==> src/rtl/shift_pkg.sv <==
// Shared encodings and types for the shift arbiter slice: op codes, FSM states,
// port identifiers.
package shift_pkg;

   localparam int NUM_PORTS = 2;

   localparam logic [1:0] SHIFT_SLL = 2'd0;
   localparam logic [1:0] SHIFT_SRL = 2'd1;
   localparam logic [1:0] SHIFT_SRA = 2'd2;

   typedef enum logic [1:0] {
      IDLE = 2'd0,
      EXEC = 2'd1,
      HOLD = 2'd2
   } state_t;

   typedef logic port_id_t;

   function automatic logic [NUM_PORTS-1:0] port_onehot(input port_id_t p);
      return p ? 2'b10 : 2'b01;
   endfunction

endpackage

==> src/rtl/shift_arbiter_if.sv <==
// Request/response bundle between the two requesters and the shift arbiter.
// master = requester side, slave = arbiter side.
interface shift_arbiter_if #(
   parameter int WIDTH   = 32,
   parameter int SHAMT_W = $clog2(WIDTH)
);

   logic [1:0]           req_valid;
   logic [1:0]           req_ready;
   logic [2*WIDTH-1:0]   req_a;
   logic [2*SHAMT_W-1:0] req_shamt;
   logic [3:0]           req_type;
   logic [1:0]           rsp_valid;
   logic [1:0]           rsp_ready;
   logic [WIDTH-1:0]     rsp_data;
   logic                 busy;

   modport master (
      output req_valid, req_a, req_shamt, req_type, rsp_ready,
      input  req_ready, rsp_valid, rsp_data, busy
   );

   modport slave (
      input  req_valid, req_a, req_shamt, req_type, rsp_ready,
      output req_ready, rsp_valid, rsp_data, busy
   );

endinterface

==> src/rtl/shift_core.sv <==
// Combinational barrel shifter: SLL / SRL / SRA on one operand; the reserved
// op code yields zero.
module shift_core
   import shift_pkg::*;
#(
   parameter int WIDTH   = 32,
   parameter int SHAMT_W = $clog2(WIDTH)
) (
   input  logic [WIDTH-1:0]   i_a,
   input  logic [SHAMT_W-1:0] i_shamt,
   input  logic [1:0]         i_type,
   output logic [WIDTH-1:0]   o_r
);

   always_comb begin
      // NOTE: every output of a comb block gets a default first so no path leaves it unassigned (no latch).
      o_r = '0;
      case (i_type)
         SHIFT_SLL: o_r = i_a << i_shamt;
         SHIFT_SRL: o_r = i_a >> i_shamt;
         SHIFT_SRA: o_r = $unsigned($signed(i_a) >>> i_shamt);
         default:   o_r = '0;
      endcase
   end

endmodule

==> src/rtl/shift_arbiter.sv <==
// Two-port arbiter in front of a single shared shifter: grant, latch, compute,
// hold the result until the owner accepts it. Define SHIFT_ARB_RR_EN for
// round-robin arbitration; otherwise port 0 has fixed priority.
module shift_arbiter
   import shift_pkg::*;
#(
   parameter int WIDTH   = 32,
   parameter int SHAMT_W = $clog2(WIDTH)
) (
   input  logic           clk,
   input  logic           rst_n,
   shift_arbiter_if.slave bus
);

   if (WIDTH < 8 || (WIDTH & (WIDTH - 1)) != 0) begin : g_bad_width
      $error("shift_arbiter: WIDTH must be a power of two >= 8");
   end

   state_t               r_state, w_state_next;
   logic [WIDTH-1:0]     r_a;
   logic [SHAMT_W-1:0]   r_shamt;
   logic [1:0]           r_type;
   port_id_t             r_owner;
   port_id_t             r_rsp_owner;
   logic [WIDTH-1:0]     r_rsp_data;
   logic [WIDTH-1:0]     w_result;
   port_id_t             w_winner;
   logic [1:0]           w_grant;
   logic                 w_grant_en;
   logic                 w_req_fire;
   logic                 w_rsp_fire;

`ifdef SHIFT_ARB_RR_EN
   port_id_t r_last;

   always_comb begin
      w_winner = (&bus.req_valid) ? ~r_last : ~bus.req_valid[0];
   end

   always_ff @(posedge clk or negedge rst_n) begin
      if (!rst_n)          r_last <= 1'b0;
      else if (w_req_fire) r_last <= w_winner;
   end
`else
   always_comb begin
      w_winner = ~bus.req_valid[0];
   end
`endif

   // Holding rst_n low must keep req_ready low even though the state already reads IDLE.
   assign w_rsp_fire = (r_state == HOLD) && bus.rsp_ready[r_rsp_owner];
   assign w_grant_en = rst_n && ((r_state == IDLE) || w_rsp_fire);
   assign w_grant    = w_grant_en ? (port_onehot(w_winner) & bus.req_valid) : 2'b00;
   assign w_req_fire = |w_grant;

   shift_core #(.WIDTH(WIDTH), .SHAMT_W(SHAMT_W)) u_core (
      .i_a     (r_a),
      .i_shamt (r_shamt),
      .i_type  (r_type),
      .o_r     (w_result)
   );

   always_ff @(posedge clk or negedge rst_n) begin
      // NOTE: sequential state uses non-blocking assignments so every flop samples pre-edge values.
      if (!rst_n) r_state <= IDLE;
      else        r_state <= w_state_next;
   end

   always_comb begin
      w_state_next = r_state;
      case (r_state)
         IDLE:    if (w_req_fire) w_state_next = EXEC;
         EXEC:    w_state_next = HOLD;
         HOLD:    if (w_rsp_fire) w_state_next = w_req_fire ? EXEC : IDLE;
         default: w_state_next = IDLE;
      endcase
   end

   always_comb begin
      bus.req_ready = w_grant;
      bus.rsp_valid = (r_state == HOLD) ? port_onehot(r_rsp_owner) : 2'b00;
      bus.rsp_data  = r_rsp_data;
      bus.busy      = (r_state != IDLE);
   end

   always_ff @(posedge clk or negedge rst_n) begin
      if (!rst_n) begin
         r_a         <= '0;
         r_shamt     <= '0;
         r_type      <= SHIFT_SLL;
         r_owner     <= 1'b0;
         r_rsp_owner <= 1'b0;
         r_rsp_data  <= '0;
      end else begin
         if (w_req_fire) begin
            r_a     <= w_winner ? bus.req_a[2*WIDTH-1:WIDTH]       : bus.req_a[WIDTH-1:0];
            r_shamt <= w_winner ? bus.req_shamt[2*SHAMT_W-1:SHAMT_W] : bus.req_shamt[SHAMT_W-1:0];
            r_type  <= w_winner ? bus.req_type[3:2]                : bus.req_type[1:0];
            r_owner <= w_winner;
         end
         if (r_state == EXEC) begin
            r_rsp_data  <= w_result;
            r_rsp_owner <= r_owner;
         end
      end
   end

   // Requesters must hold valid and payload steady until their request fires.
   for (genvar gi = 0; gi < NUM_PORTS; gi++) begin : g_req_hold
      a_req_hold: assert property (@(posedge clk) disable iff (!rst_n)
         (bus.req_valid[gi] && !bus.req_ready[gi]) |=>
            (bus.req_valid[gi]
             && $stable(bus.req_a[gi*WIDTH +: WIDTH])
             && $stable(bus.req_shamt[gi*SHAMT_W +: SHAMT_W])
             && $stable(bus.req_type[gi*2 +: 2])));
   end

endmodule

==> src/flat_wrapper.sv <==
// flat-port wrapper written by rule: the top's interface ports become plain ports
module shift_arbiter_flat import shift_pkg::*;
#(
   parameter int WIDTH   = 32,
   parameter int SHAMT_W = $clog2(WIDTH)
)
  (clk, rst_n, bus_req_valid, bus_req_a, bus_req_shamt, bus_req_type, bus_rsp_ready, bus_req_ready, bus_rsp_valid, bus_rsp_data, bus_busy);
  shift_arbiter_if #(.WIDTH(WIDTH), .SHAMT_W(SHAMT_W)) bus_i ();
  input  logic clk;
  input  logic rst_n;
  input wire logic [$bits(bus_i.req_valid)-1:0] bus_req_valid;
  input wire logic [$bits(bus_i.req_a)-1:0] bus_req_a;
  input wire logic [$bits(bus_i.req_shamt)-1:0] bus_req_shamt;
  input wire logic [$bits(bus_i.req_type)-1:0] bus_req_type;
  input wire logic [$bits(bus_i.rsp_ready)-1:0] bus_rsp_ready;
  output wire logic [$bits(bus_i.req_ready)-1:0] bus_req_ready;
  output wire logic [$bits(bus_i.rsp_valid)-1:0] bus_rsp_valid;
  output wire logic [$bits(bus_i.rsp_data)-1:0] bus_rsp_data;
  output wire logic [$bits(bus_i.busy)-1:0] bus_busy;
  assign bus_i.req_valid = bus_req_valid;
  assign bus_i.req_a = bus_req_a;
  assign bus_i.req_shamt = bus_req_shamt;
  assign bus_i.req_type = bus_req_type;
  assign bus_i.rsp_ready = bus_rsp_ready;
  assign bus_req_ready = bus_i.req_ready;
  assign bus_rsp_valid = bus_i.rsp_valid;
  assign bus_rsp_data = bus_i.rsp_data;
  assign bus_busy = bus_i.busy;
  shift_arbiter #(.WIDTH(WIDTH), .SHAMT_W(SHAMT_W)) u_core (.clk(clk), .rst_n(rst_n), .bus(bus_i));
endmodule
==> config.mk <==
export PLATFORM = sky130hd
export DESIGN_NAME = shift_arbiter_flat
export DESIGN_NICKNAME = d
export VERILOG_FILES = /design/src/rtl/shift_pkg.sv /design/src/rtl/shift_arbiter_if.sv /design/src/rtl/shift_core.sv /design/src/rtl/shift_arbiter.sv /design/src/flat_wrapper.sv
export SDC_FILE = /design/constraint.sdc
export NUM_CORES = 1
export LEC_CHECK = 0
export CELL_PAD_IN_SITES_DETAIL_PLACEMENT = 1
export CELL_PAD_IN_SITES_GLOBAL_PLACEMENT = 2
export CORE_MARGIN = 4
export CORE_UTILIZATION = 30
export CTS_CLUSTER_DIAMETER = 80
export DETAILED_ROUTE_END_ITERATION = 10
export PLACE_DENSITY = 0.9
export SLEW_MARGIN = 5
export SYNTH_ARGS = -nofsm -noshare
export SYNTH_HDL_FRONTEND = slang
export SYNTH_SLANG_ARGS = --single-unit
==> constraint.sdc <==
create_clock -name clk -period 1.9 [get_ports clk]
set_input_delay 0.285 -clock clk [delete_from_list [all_inputs] [get_ports clk]]
set_output_delay 0.285 -clock clk [all_outputs]
set_load 0.05 [all_outputs]
======== Word level (Yosys, flattened, before mapping) ========
Index checks and enable logic that the tools add are counted.
storage, ports and cells
  register bits ........................... 75
  input bits .............................. 84
cells by class
  $lt $le $gt $ge ......................... 1
  equality and inequality tests ........... 6
  shifts and indexed selects .............. 3
  mux-type cells .......................... 14
  bitwise operators ....................... 2
  reduce and logical (&&, ||, !) cells .... 8
operators by type and width
  cell                                                   number
  one-hot mux 32 bit (3 select lines)                    1
  2-to-1 mux 32 bit                                      1
  << shifter 32 x 5 -> 32 bit                            1
  >> shifter 32 x 5 -> 32 bit                            1
  >>> shifter 32 x 5 -> 32 bit                           1
  2-to-1 mux 2 bit                                       7
  one-hot mux 2 bit (3 select lines)                     1
  2-to-1 mux 5 bit                                       1
  equality test 2 x 1 -> 1 bit, second input constant    2
  equality test 2 bit, second input constant             2
  zero test 2 bit                                        2
  inequality test 2 x 1 -> 1 bit, second input constant  2
  2-to-1 mux 1 bit                                       3
  bitwise AND 2 bit                                      1
  logical AND 1 bit                                      2
  < comparator 1 x 2 -> 1 bit, second input constant     1
  AND reduction 2 bit                                    1
  nonzero test 2 bit                                     1
  OR reduction 2 bit                                     1
  logical OR 1 bit                                       1
  inverter 1 bit                                         1

======== Depth between registers and ports, before layout ========
  word-level depth ........................ 10
  depth in mapped cells ................... 10
  gate-level depth less buffers ........... 6

======== Hierarchy ========
Synthesis repeated with hierarchy kept, for this count alone.
unflattened totals
  cells, all modules ...................... 710
  area total of the unflattened synthesis .. 7,300.8 sq um
by module, submodules not included
  module         times used  cells each  area an instance (sq um)  sequential area each (sq um)
  shift_core     1           490         4,124.0                   0.0
  shift_arbiter  1           220         3,176.8                   1,876.8

======== Worst setup path before layout ========
Ideal clock, no wire load.
  kind .................................... register to register
  start point ............................. register u_core.r_shamt[0]
  end point ............................... register u_core.r_rsp_data[2] (netlist: u_core.bus.rsp_data[2])
  arrival time ............................ 1.966 ns
  required time ........................... 1.778 ns
  setup slack ............................. -0.187 ns
  cell stages (with the launch flop) ...... 6
  path buffers ............................ 1
  period minus slack after synthesis ...... 2.087 ns
  cell sequence ........................... dfrtp_1 > buf_6 > mux4_2 > a221o_1 > a2111o_1 > a32o_1
between the ends
  longest elaborated chain between the ends .. 2
RTL lines
  what                                                        RTL line              source
  start: declaration                                          shift_arbiter.sv:21   logic [SHAMT_W-1:0] r_shamt;
  start signal: assignment                                    shift_arbiter.sv:97   r_shamt <= w_winner ? bus.req_shamt[2*SHAMT_W-1:SHAMT_W] : bus.req_shamt[SHAMT_W-1:0];
  >>> shifter 32 x 5 -> 32 bit, or another cell as far along  shift_core.sv:21      SHIFT_SRA: o_r = $unsigned($signed(i_a) >>> i_shamt);
  one-hot mux 32 bit (3 select lines) (*)                     shift_core.sv:18      case (i_type)
  end signal: assignment                                      shift_arbiter.sv:102  r_rsp_data <= w_result;
  end: declaration                                            shift_arbiter.sv:25   logic [WIDTH-1:0] r_rsp_data;
Every way passes the cells marked *; elsewhere a longest branch is shown, timed or not.
A chain may end at the register's enable or synchronous reset.

======== Worst setup path after layout ========
  start point ............................. register u_core.r_shamt[0]
  end point ............................... register u_core.r_rsp_data[9] (netlist: u_core.bus.rsp_data[9])
Same word-level chain as after synthesis.

==> impl_metrics.py <==
metrics = {
    "sta": {
        "setup_viol": 32,
        "hold_viol": 0,
        "period_share": 1.29,
        "slew_headroom": 0.584,
        "rsz0062_at_grt": "yes",
        "postLayoutSetupSlackWorst_ns": -0.544,
        "min_period_ns": 2.44,
        "slew_viol_final": 0,
        "fmax_mhz": 409,
        "fin_setup_tns_ns": -13.05,
        "clock_skew_ns": 0.00689,
        "whs_ns": 0.385,
        "worstMarginPinSlew_ns": 0.625,
    },
    "placement": {
        "place_congestion": 0.981,
        "place_hpwl_mm": 25.5,
        "portBuffers": 120,
    },
    "grt": {
        "antenna_found_initial": 0,
        "grt_usage": 0.263,
        "grt_pass1_vias": 7745,
        "grt_max_degree": 46,
        "grt_pass1_wl_mm": 49.7,
        "grt.overflow.total": 0,
    },
    "cts": {
        "cts.clk_slew.worst_paths_ns": 0.07,
        "cts.sinks": 75,
        "clockRootBuffer": "clkbuf_16",
        "clock_latency_ns": 0.36,
        "clockBufferDepth": 2,
        "htree_levels": 3,
        "cts_tree": "yes",
        "numCtsBuffers": 9,
    },
    "power": {
        "powerDensity_nw_per_um2": 1870,
        "peakVddDrop_mv": 0.605,
        "power_leakage_uw": 0.00470,
    },
    "cells_and_area": {
        "regArea_um2": 1880,
        "nets": 1134,
        "final_common_cell": "buf_4",
        "utilization": 0.504,
        "syn_to_final_growth_pct": 63.4,
        "final_cell_mix": "buf_4, nor2_1, clkdlybuf4s50_1, dfrtp_1, a21oi_1",
        "multi_input_area_um2": 5310,
        "antenna_cells": 0,
        "drive_gt1_frac": 0.453,
        "fill_cells": 2510,
    },
    "logic_synthesis": {
        "synth_area_leaders": "dfrtp_1, mux4_2, mux2i_1",
        "synth_top_area_share": 0.276,
        "ys_seq_area_frac": 0.276,
        "yosysTopAreaCell": "dfrtp_1",
        "synth_nets": 833,
        "synth.distinct_cells": 59,
        "syn_area_per_cell_um2": 9.07,
        "async_flop_share": 1.00,
        "postSynthCellCount": 749,
        "synth_edf_count": 0,
        "syn_area_um2": 6790,
        "synth_flop_cell": "dfrtp_1",
        "ys_ff_latch": 75,
        "ys_warn_count": 0,
    },
    "worst_setup_path": {
        "cp.required_ns": 2.14,
        "crit_fanout": 7,
        "critPathCaptureType": "register",
        "cp-start-kind": "register",
        "worst-setup-path-type": "reg2reg",
        "crit_arrival_ns": 2.69,
    },
    "drt": {
        "ant_nets": 0,
        "drc": 0,
        "wl_per_cell_um": 25.7,
        "drt_first_pass_iters": 5,
        "num_vias": 7726,
        "drtIter0Drc": 592,
        "via_per_inst": 5.79,
        "wirelength_mm": 34.3,
    },
    "floorplanning": {
        "core_area_um2": 22000,
        "die_y_um": 158,
        "initial_utilization": 0.308,
        "rows": 54,
        "die-area_um2": 25100,
        "die_w_um": 158,
        "io_pins": 121,
    },
    "hold_path": {
        "hold_path.class": "in2reg",
    },
    "run_status": {
        "violations": "negative setup slack",
        "status": "complete, but fails checks",
    },
    "flow_run": {
        "drv_cap": 0,
    },
}
==> per-stage QoR <==
step / power [µW] / area (µm²) / setup WS [ns] / cells
2_1_floorplan: 9670 / 6840 / -0.118 / 749
3_3_place_gp: 15600 / 9780 / -0.696 / 1290
3_5_place_dp: 15900 / 9780 / -0.785 / 1290
4_1_cts: 19000 / 10600 / -0.452 / 1324
5_1_grt: 21500 / 11100 / -0.611 / 1335
6_report: 20800 / 11100 / -0.544 / 1335
==> state kept, by name (all words and copies together) (netlist names) <==
signal,flops
u_core.bus.rsp_data,32
u_core.r_a,32
u_core.r_shamt,5
u_core.r_state,2
u_core.r_type,2
u_core.r_owner,1
u_core.r_rsp_owner,1
==> kinds of logic after synthesis <==
group	share of synthesized area
and+or+nand+nor	0.135
muxes	0.323
xor gates and xnor gates	0.00129
buffers and inverters	0.0486
DFF	0.276
AOI/OAI and AO/OA	0.216
==> layer usage <==
metal  track usage  vias to the layer above  part of all wire
met5             0                        -                 0
met1         0.359                     3897              0.44
met4        0.0869                        0             0.037
met3        0.0245                       61             0.049
met2         0.438                      316              0.48
li1              -                     3452                 -
==> Yosys cell counts (2+ instances only) <==
cell type and instances:
a22o_1 2, buf_4 4, nand3_1 7, buf_1 5, or2_2 5, o2bb2ai_1 2, buf_2 9, o22ai_1 17
nor2b_1 5, o221ai_1 6, a2bb2oi_1 5, buf_6 5, a211oi_1 15, o21a_1 4, a22oi_1 10, a21oi_1 74
mux4_2 40, nor3_1 11, a31oi_1 4, o21ai_0 29, mux2_2 39, o211ai_1 11, nand2_1 63, dfrtp_1 75
a221o_1 2, clkbuf_1 42, inv_1 4, a311oi_1 2, a32oi_1 3, nor2_1 102, a21o_1 7, a221oi_1 8
nand2b_1 8, o211a_1 2, o32ai_1 6, o22a_1 2, o311ai_0 2, and2_1 5, mux2i_1 85, and3_1 3
==> path summary, 6_finish.rpt <==
path                                               startpoint                                  to  slack, ns  cells past startpoint
setup / recovery                u_core.r_shamt[0]$_DFFE_PN0P_  u_core.bus.rsp_data[9]$_DFFE_PN0N_      -0.54                      8
hold / removal                               bus_req_valid[0]          u_core.r_owner$_DFFE_PN0P_       0.38                      3
setup reg to reg                u_core.r_shamt[0]$_DFFE_PN0P_  u_core.bus.rsp_data[9]$_DFFE_PN0N_      -0.54                      8
hold reg to reg            u_core.bus.rsp_data[7]$_DFFE_PN0N_  u_core.bus.rsp_data[7]$_DFFE_PN0N_       0.48                      1
max in group asynchronous                               rst_n           u_core.r_a[5]$_DFFE_PN0P_       0.38                      4
min in group asynchronous                               rst_n       u_core.r_state[1]$_DFFE_PN0P_       0.54                      3
==> critical path: stages, from the launching register on <==
cell and delay, ns:
dfrtp_4 0.57, buf_8 0.18, mux2_4 0.35, mux4_2 0.53, a22oi_2 0.22, buf_6 0.15, o21ai_2 0.07, o21ai_1 0.17
o21ai_1 0.09
==> layout make-up <==
cell class | instances | share of cell area
Timing Repair Buffer | 355 | 0.289
Inverter | 6 | 0.00203
Sequential cell | 75 | 0.170
Clock buffer | 12 | 0.0222
Tap cell | 280 | 0.0316
Multi-Input combinational cell | 603 | 0.479
Clock inverter | 4 | 0.00666
==> power by group <==
part           internal (µW)  total (µW)  switching, µW
registers               2160        3050            891
clock network           1190        1960            775
logic                   7330       15800           8420
total                  10700       20800          10100
==> what timing repair did <==
item,4_1_cts,5_1_grt
pin swaps,22,43
buffers inserted,18,14
hold buffers,1,0
gates resized for setup,82,90
setup endpoints to repair,34,34
endpoints found under the hold margin,22,0
cloned,0,0
Power figures use the tool's default switching activity.
